--- src/rtl/apb_pkg.sv ---
// Shared APB definitions for the slave-memory fabric: bus widths, select
// count, slave FSM encoding and the address-window helper.
package apb_pkg;

  localparam int APB_AW  = 32;
  localparam int APB_DW  = 32;
  localparam int NUM_SEL = 4;

  typedef enum logic [1:0] {
    IDLE  = 2'd0,
    WAIT  = 2'd1,
    READY = 2'd2
  } apb_slv_state_e;

  // True when addr falls inside [base, base + depth*4 - 1]. Computed as an
  // offset compare so a window ending at the top of the map cannot wrap.
  function automatic logic in_range(input logic [APB_AW-1:0] addr,
                                    input logic [APB_AW-1:0] base,
                                    input int unsigned       depth);
    logic [APB_AW-1:0] off;
    off = addr - base;
    return (addr >= base) && (off < APB_AW'(depth * 4));
  endfunction

endpackage

--- src/rtl/apb_slave_regfile.sv ---
// DEPTH x 32 word storage: async clear, one synchronous write port and one
// combinational read port.
module apb_slave_regfile
  import apb_pkg::*;
#(
  parameter int DEPTH = 16,
  localparam int IW   = $clog2(DEPTH)
) (
  input  logic              CLK,
  input  logic              PRESET,
  input  logic              we,
  input  logic [IW-1:0]     widx,
  input  logic [APB_DW-1:0] wdata,
  input  logic [IW-1:0]     ridx,
  output logic [APB_DW-1:0] rdata
);

  logic [APB_DW-1:0] mem [DEPTH];

  // Storage: whole array clears on reset, single word written per cycle.
  always_ff @(posedge CLK or posedge PRESET) begin
    if (PRESET) begin
      for (int i = 0; i < DEPTH; i++) mem[i] <= '0;
    end else if (we) begin
      mem[widx] <= wdata;
    end
  end

  assign rdata = mem[ridx];

endmodule

--- src/rtl/apb_slave_mem.sv ---
// APB slave register file behind the AHB-to-APB bridge. One PSEL bit selects
// it; the transfer runs setup -> WAIT_CYCLES wait states -> one READY cycle.
// Read data is captured on entry to READY, writes commit as READY ends.
module apb_slave_mem
  import apb_pkg::*;
#(
  parameter int                SEL_IDX     = 0,
  parameter logic [APB_AW-1:0] BASE_ADDR   = 32'h0000_0000,
  parameter int                DEPTH       = 16,
  parameter int                WAIT_CYCLES = 0,
  localparam int               IW          = $clog2(DEPTH)
) (
  input  logic               CLK,
  input  logic               PRESET,
  input  logic [NUM_SEL-1:0] PSEL,
  input  logic               PENABLE,
  input  logic               PWRITE,
  input  logic [APB_AW-1:0]  PADDR,
  input  logic [APB_DW-1:0]  PWDATA,
  output logic [APB_DW-1:0]  PRDATA,
  output logic               PREADY
);

  apb_slv_state_e    state;
  logic [3:0]        cnt;
  logic              lat_write;
  logic              lat_rng;
  logic [IW-1:0]     lat_idx;
  logic [APB_DW-1:0] lat_wdata;

  logic              sel;
  logic              cur_rng;
  logic [IW-1:0]     cur_idx;
  logic [IW-1:0]     ridx;
  logic              rng;
  logic [APB_DW-1:0] rdata;
  logic [APB_DW-1:0] rd_val;
  logic              we;
  logic              unused_sel;

  assign sel     = PSEL[SEL_IDX];
  assign cur_idx = PADDR[IW+1:2];
  assign cur_rng = in_range(PADDR, BASE_ADDR, DEPTH);

  // With zero wait states READY is entered straight from the setup cycle, so
  // the read port must see the live address there; later it uses the latch.
  assign ridx   = (state == IDLE) ? cur_idx : lat_idx;
  assign rng    = (state == IDLE) ? cur_rng : lat_rng;
  assign rd_val = rng ? rdata : '0;

  // Commit only if the master still holds the access through READY.
  assign we = (state == READY) && sel && PENABLE && lat_write && lat_rng;

  assign unused_sel = ^PSEL;

  apb_slave_regfile #(.DEPTH(DEPTH)) u_rf (
    .CLK    (CLK),
    .PRESET (PRESET),
    .we     (we),
    .widx   (lat_idx),
    .wdata  (lat_wdata),
    .ridx   (ridx),
    .rdata  (rdata)
  );

  // Transfer FSM, wait counter, setup latches and registered outputs.
  always_ff @(posedge CLK or posedge PRESET) begin
    if (PRESET) begin
      state     <= IDLE;
      cnt       <= '0;
      lat_write <= 1'b0;
      lat_rng   <= 1'b0;
      lat_idx   <= '0;
      lat_wdata <= '0;
      PREADY    <= 1'b0;
      PRDATA    <= '0;
    end else begin
      case (state)
        IDLE: begin
          PREADY <= 1'b0;
          if (sel && !PENABLE) begin
            lat_write <= PWRITE;
            lat_rng   <= cur_rng;
            lat_idx   <= cur_idx;
            lat_wdata <= PWDATA;
            cnt       <= 4'(WAIT_CYCLES);
            if (WAIT_CYCLES == 0) begin
              state  <= READY;
              PREADY <= 1'b1;
              if (!PWRITE) PRDATA <= rd_val;
            end else begin
              state <= WAIT;
            end
          end
        end
        WAIT: begin
          if (!sel) begin
            state <= IDLE;
          end else begin
            cnt <= cnt - 4'd1;
            if (cnt == 4'd1) begin
              state  <= READY;
              PREADY <= 1'b1;
              if (!lat_write) PRDATA <= rd_val;
            end
          end
        end
        READY: begin
          state  <= IDLE;
          PREADY <= 1'b0;
        end
        default: begin
          state  <= IDLE;
          PREADY <= 1'b0;
        end
      endcase
    end
  end

endmodule

--- config.mk ---
export PLATFORM = sky130hd
export DESIGN_NAME = apb_slave_mem
export DESIGN_NICKNAME = d
export VERILOG_FILES = /design/src/rtl/apb_pkg.sv /design/src/rtl/apb_slave_regfile.sv /design/src/rtl/apb_slave_mem.sv
export SDC_FILE = /design/constraint.sdc
export NUM_CORES = 1
export LEC_CHECK = 0
export BUFFER_PORTS_ARGS = -buffer_cell sky130_fd_sc_hd__buf_2
export CORE_UTILIZATION = 55
export CTS_CLUSTER_DIAMETER = 150
export DETAILED_ROUTE_END_ITERATION = 7
export GPL_TIMING_DRIVEN = 0
export PLACE_DENSITY = 0.74
export REMOVE_ABC_BUFFERS = 1
export SYNTH_ARGS = -nofsm -noshare
export SYNTH_HDL_FRONTEND = slang
export SYNTH_SLANG_ARGS = --single-unit
--- constraint.sdc ---
create_clock -name CLK -period 22.9 [get_ports CLK]
set_input_delay 4.58 -clock CLK [delete_from_list [all_inputs] [get_ports CLK]]
set_output_delay 4.58 -clock CLK [all_outputs]
set_load 0.03 [all_outputs]
Word level (Yosys, flattened, before mapping):

Index checks and enable logic that the tools add are counted.

* bits in registers: 589
* input port bits: 72
* output and inout bits: 33

* $add $sub $neg: 1
* order comparisons: 5
* equal/unequal tests: 9
* multiplexer cells: 26
* bitwise gates (word level): 2
* reduce and logical (&&, ||, !) cells: 15

Operators with widths (count)
* $bwmux W512: 1
* $mux W32: 9
* $bmux W32 S4: 1
* $demux W32 S4: 1
* $pmux W32 S2: 1
* $ge A32 B1 Y1 const B: 1
* $lt A32 B7 Y1 const B: 1
* $mux W4: 3
* $ge A5 B5 Y1 const B: 2
* $not A4 Y5: 2
* $ne A2 B2 Y1 const B: 4
* $pmux W4 S2: 1
* $logic_and A1 B1 Y1: 7
* $mux W2: 3
* $reduce_and A2 Y1: 3
* $reduce_and A6 Y1: 1
* $lt A5 B1 Y1 const B: 1
* $eq A4 B1 Y1 const B: 1
* $mux W1: 4
* $pmux W2 S2: 1
* $sub A4 B1 Y4 const B: 1
* $ne A3 B3 Y1 const B: 1
* $reduce_and A3 Y1: 1
* $eq A2 B1 Y1 const B: 1
* 6 further kinds: 6

Longest topological paths before layout:

* word-level depth: 11
* gate-level depth with buffers: 9
* depth with buffers taken out: 5

Cells and area by module:

Synthesis repeated with hierarchy kept, for this count alone.

* cell total of the unflattened synthesis: 1657
* area total of the unflattened synthesis: 26143.8 µm²

By module, submodules not included
* apb_slave_regfile: instances 1, cells an instance 1410, area each 22945.8 µm²
* apb_slave_mem: instances 1, cells an instance 247, area each 3198.1 µm²

Worst setup path before layout:

Ideal clock, no wire load.

* path kind: input to register
* from: input PENABLE
* to: register u_rf.mem[352] (netlist name)
* setup time: 125 ps
* data arrival time: 6091 ps
* setup slack: 16684 ps
* cell stages on the path: 7
* cells stage by stage: and4_1 nand2_1 or3_4 or3_1 buf_2 buf_6 mux2_4

* cells in the longest elaborated chain, start to end: 3

Ends and longest elaborated chain
* from (decl): line apb_slave_mem.sv:16 `input logic PENABLE,`
* $logic_and A1 B1 Y1 (3 in series): line apb_slave_mem.sv:52 `assign we = (state == READY) && sel && PENABLE && lat_write && lat_rng;`
* to (signal, indexed assignment): line apb_slave_regfile.sv:25 `mem[widx] <= wdata;`
* to (decl): line apb_slave_regfile.sv:18 `logic [APB_DW-1:0] mem [DEPTH];`

Every way passes these cells.
A chain may end at the register's enable or synchronous reset.

Final worst setup path:

* from: input PADDR[25]
* to: register PRDATA[2]

* cells in the longest elaborated chain, start to end: 8
* elaborated cells between the ends (all ways): 11
* those cells by class: order compare (2); mux (8); reduce/logical (1)

Ends and longest elaborated chain
* from (decl): line apb_slave_mem.sv:18 `input logic [APB_AW-1:0] PADDR,`
* $ge A32 B1 Y1 / $lt A32 B7 Y1 (equally long branches): line apb_pkg.sv:22 `return (addr >= base) && (off < APB_AW'(depth * 4));`
* $logic_and A1 B1 Y1 (*): line apb_pkg.sv:22
* $mux W1 (*): line apb_slave_mem.sv:48 `assign rng = (state == IDLE) ? cur_rng : lat_rng;`
* $mux W32 (*): line apb_slave_mem.sv:49 `assign rd_val = rng ? rdata : '0;`
* $mux W32: line apb_slave_mem.sv:104 `if (!lat_write) PRDATA <= rd_val;`
* $mux W32: line apb_slave_mem.sv:101 `if (cnt == 4'd1) begin`
* $mux W32: line apb_slave_mem.sv:97 `if (!sel) begin`
* $pmux W32 S2 (*): line apb_slave_mem.sv:78 `case (state)`
* to (signal assigned): line apb_slave_mem.sv:90 `if (!PWRITE) PRDATA <= rd_val;`
* to (signal assigned): line apb_slave_mem.sv:104
* to (decl): line apb_slave_mem.sv:20 `output logic [APB_DW-1:0] PRDATA,`

Every way passes the cells marked *; elsewhere a longest branch is shown, timed or not. The select of a mux whose other input is x is not followed.

==> Implementation_results.wiki <==
{| class="wikitable"
! Metric !! Value
|-
| Outcome || complete, no violations
|-
| Die height || 221.0 um
|-
| Horiz. Die Dim || roughly 220 um
|-
| Worst relative slew slack || 17.35%
|-
| CTS sink count || between 500 and 600
|-
| Static leakage || 14.19 nW
|-
| Family with the most delay on the worst path || simple AND/OR/NAND/NOR gates
|-
| Net count of the finished layout || roughly 2,400
|-
| Count of H-tree levels built during CTS || 2
|-
| Sequential-to-total area share from yosys stat || about 55%
|-
| Antenna Cells || 0
|-
| Sum of overflow across all layers after global routing || 0
|-
| Design Power || between 2 and 2.5 mW
|-
| Residual DRC count || 0
|-
| HPWL reported at the end of detailed placement || 40,310 um
|-
| Number of gates resized after cts || 0
|-
| Number of vias after detailed routing || roughly 18,000
|-
| Die Area || 0.04883 mm^2
|-
| Most area-hungry cell type in the Yosys netlist || sky130_fd_sc_hd__dfrtp_1
|-
| Post-synthesis to final-layout area growth || 14.14%
|-
| Number of library cell types mapped by synthesis || 36
|-
| Antenna violation net count after detailed routing || 0
|-
| Total number of placement rows || between 70 and 80
|-
| Number of cells produced by synthesis || roughly 2,300
|-
| Worst Hold Class || flop to flop
|-
| Number of flip-flops and latches in the synthesized netlist || between 500 and 600
|-
| R2R setup slack || ~19 ns
|-
| Critical path type || primary input to flop
|-
| Count of input and output buffers || between 90 and 100
|-
| Average wire per standard cell || between 20 and 25 um
|-
| Highest achievable clock rate || 0.1486 GHz
|-
| Placed cell areas || 0.02813 mm^2
|-
| Initial antenna violation count || 0
|-
| Max-cap check violation count || 0
|-
| Worst vdd ir || about 0.056 mV
|-
| Worst Max-Slew Pin Slew || between 1 and 1.5 ns
|-
| Wire length after detailed routing || about 71,000 um
|-
| Critical path required time || roughly 23 ns
|-
| Power per unit of standard cell area || ~73 mW/mm^2
|-
| Initial drt markers || ~1,700
|-
| Avg Inst Size Synth || around 12 um^2
|-
| Critical path capture point type || flop
|-
| Count of flip-flops with a built-in enable after synthesis || 0
|-
| First-pass GRT wire length || around 110,000 um
|-
| Final Hold Violating Endpoints || 0
|-
| Yosys synthesis warning count || 0
|-
| Number of placed I/O pins || 105
|-
| Most used standard cells in the synthesized netlist || 584 x sky130_fd_sc_hd__dfrtp_1, 492 x sky130_fd_sc_hd__nand2_1, 483 x sky130_fd_sc_hd__mux2_2
|-
| Final Max Tran Viols || 0
|-
| Summed instance area of the synthesized netlist || 0.02637 mm^2
|-
| Setup Buffers After CTS || 0
|-
| TritonCTS Buffers || 60
|-
| GRT Overall Usage || approximately 29%
|-
| Critical path data arrival time || around 7.3 ns
|-
| Startpoint Class || primary input
|-
| Cell types occupying the most area after synthesis || sky130_fd_sc_hd__dfrtp_1 55%, sky130_fd_sc_hd__mux2_2 21%, sky130_fd_sc_hd__nand2_1 7.0%
|-
| Via count of the first global-routing pass || between 15,000 and 20,000
|-
| RD Place Congestion || about 0.76
|-
| Predominant post-synthesis flop cell || sky130_fd_sc_hd__dfrtp_1
|-
| Initial Util || a little under three fifths
|-
| Final setup violating endpoints || 0
|-
| Largest net degree at the start of global routing || between 100 and 150
|-
| Placeable core region || between 0.04 and 0.05 mm^2
|-
| Clock insertion delay at the later pin of the skew report || between 0.6 and 0.7 ns
|-
| Shortest clock period the worst path allows after layout || between 6 and 7 ns
|-
| Maximum buffer depth of the clock tree || 3
|-
| Setup repair after global routing missed its margin || no
|-
| Share of Yosys cell area claimed by the top area cell type || a little under three fifths
|-
| Proportion of layout cells with a drive suffix above 1 || between 30 and 40%
|-
| Number of vias per cell after detailed routing || between 6 and 7
|-
| Most common cell in the netlist || sky130_fd_sc_hd__dfrtp_1
|-
| CTS tree || yes
|-
| Fraction of registers with async set or reset after synthesis || 100.0%
|-
| Design Area, Final || between 0.03 and 0.04 mm^2
|-
| CP Max Fanout || 22
|-
| Clock root cell || sky130_fd_sc_hd__clkbuf_16
|-
| Detailed-router iteration count before antenna repair || 6
|-
| Worst-path clk slew || 0.06 ns
|-
| Cell at the slowest stage of the critical path || sky130_fd_sc_hd__nand3_2
|-
| Largest incremental delay on the critical path || 0.84 ns
|-
| Buffers & Inverters on Critical Path || 2
|-
| Fin crit share || between 20% and 30%
|-
| Worst clock skew || between 0.02 and 0.025 ns
|-
| Worst-path cell chain || buf_2 -> or4_1 -> nor4_1 -> nand3_2 -> buf_16 -> a211oi_1
|-
| Cts-stage hold buffer count || 0
|}
-- metal layers --
metal | vias up | global-route usage (%) | wire (um)
li1 | 8032 | - | -
met1 | 9398 | 36.49 | 27820
met2 | 771 | 50.06 | 35090
met3 | 251 | 4.382 | 4334
met4 | 0 | 14.84 | 3497
met5 | - | 0 | 0
-- cells in the final DEF (no fill, tap or decap), types with 3 or more instances in the layout --
master,synthesis,final
sky130_fd_sc_hd__nor2_1,13,4
sky130_fd_sc_hd__o21ai_1,8,8
sky130_fd_sc_hd__nor3_1,4,3
sky130_fd_sc_hd__o21ai_0,28,28
sky130_fd_sc_hd__clkinvlp_4,0,3
sky130_fd_sc_hd__nor2_4,0,9
sky130_fd_sc_hd__buf_16,0,25
sky130_fd_sc_hd__o211ai_1,62,62
sky130_fd_sc_hd__dfrtp_1,584,584
sky130_fd_sc_hd__or4_1,5,4
sky130_fd_sc_hd__nor4_1,66,66
sky130_fd_sc_hd__clkbuf_1,132,18
sky130_fd_sc_hd__mux2_4,30,30
sky130_fd_sc_hd__clkbuf_8,0,12
sky130_fd_sc_hd__buf_2,36,99
sky130_fd_sc_hd__clkbuf_16,0,61
sky130_fd_sc_hd__bufinv_16,0,4
sky130_fd_sc_hd__clkinv_2,0,10
sky130_fd_sc_hd__buf_12,0,17
sky130_fd_sc_hd__mux2_2,483,482
sky130_fd_sc_hd__inv_1,5,3
sky130_fd_sc_hd__a211oi_1,31,31
sky130_fd_sc_hd__a21oi_1,187,186
sky130_fd_sc_hd__mux2i_1,68,66
sky130_fd_sc_hd__nand2_1,492,491
sky130_fd_sc_hd__buf_6,4,3
-- final timing paths --
kind / startpoint / end / cells after the start
hold / removal: u_rf.mem[247] / u_rf.mem[247] / 1
setup / recovery: PADDR[25] / PRDATA[2] / 6
hold reg to reg: u_rf.mem[247] / u_rf.mem[247] / 1
max in group asynchronous: PRESET / u_rf.mem[57] / 5
setup reg to reg: state[1] / u_rf.mem[405] / 6
min in group asynchronous: PRESET / u_rf.mem[484] / 2
-- registers in the layout, summed over array words and instances (netlist names) --
| register | count |
|---|---|
| lat_wdata | 32 |
| lat_rng | 1 |
| u_rf.mem | 512 |
| PRDATA | 32 |
| lat_idx | 4 |
| lat_write | 1 |
| state | 1 |
| PREADY | 1 |
-- power breakdown --
group | switching (mW) | total (mW) | internal (mW)
sequential | 0.0431 | 1.08 | 1.04
combinational | 0.105 | 0.150 | 0.0454
clock | 0.403 | 0.975 | 0.572
-- kinds of logic after synthesis --
| logic type | count (synthesis) | synth area share, % |
|---|---|---|
| AND/OR/NAND/NOR | 595 | 9.351 |
| multiplexers | 582 | 24.95 |
| buffers and inverters | 192 | 3.017 |
| flip-flops | 584 | 55.41 |
| AO/OA/AOI/OAI | 328 | 7.264 |
-- through the flow --
stage                     util, %  hold WS (ns)  cells  setup slack, ns   TNS, ns
after global routing        64.11        0.5081   2956            16.10         0
after CTS                   64.11        0.4991   2956            16.20         0
final                       64.11        0.5006   2956            16.17         0
after global placement      57.19        0.4550   2800           -3.149  -1784.88
after floorplan                 -        0.4386   2094            1.979         0
after detailed placement    59.92        0.4849   2846            15.58         0
-- layout make-up --
| cell class | instances | area, um^2 |
|---|---|---|
| Fill cell | 3474 | 16850 |
| Timing Repair Buffer | 145 | 1565 |
| Clock buffer | 91 | 1759 |
| Clock inverter | 19 | 210.2 |
| Inverter | 5 | 26.28 |
| Sequential cell | 584 | 14610 |
| Tap cell | 607 | 759.5 |
| Multi-Input combinational cell | 1505 | 11170 |
-- worst register-to-register path: stages, from the launching register on --
cell and delay [ns]:
sky130_fd_sc_hd__dfrtp_1 0.95, sky130_fd_sc_hd__and4_1 0.38, sky130_fd_sc_hd__nand2_1 0.11, sky130_fd_sc_hd__nor3_1 0.51
sky130_fd_sc_hd__nand3_2 0.68, sky130_fd_sc_hd__buf_12 0.43, sky130_fd_sc_hd__mux2_2 0.32
Note: power is estimated with default switching activity, not from simulation.
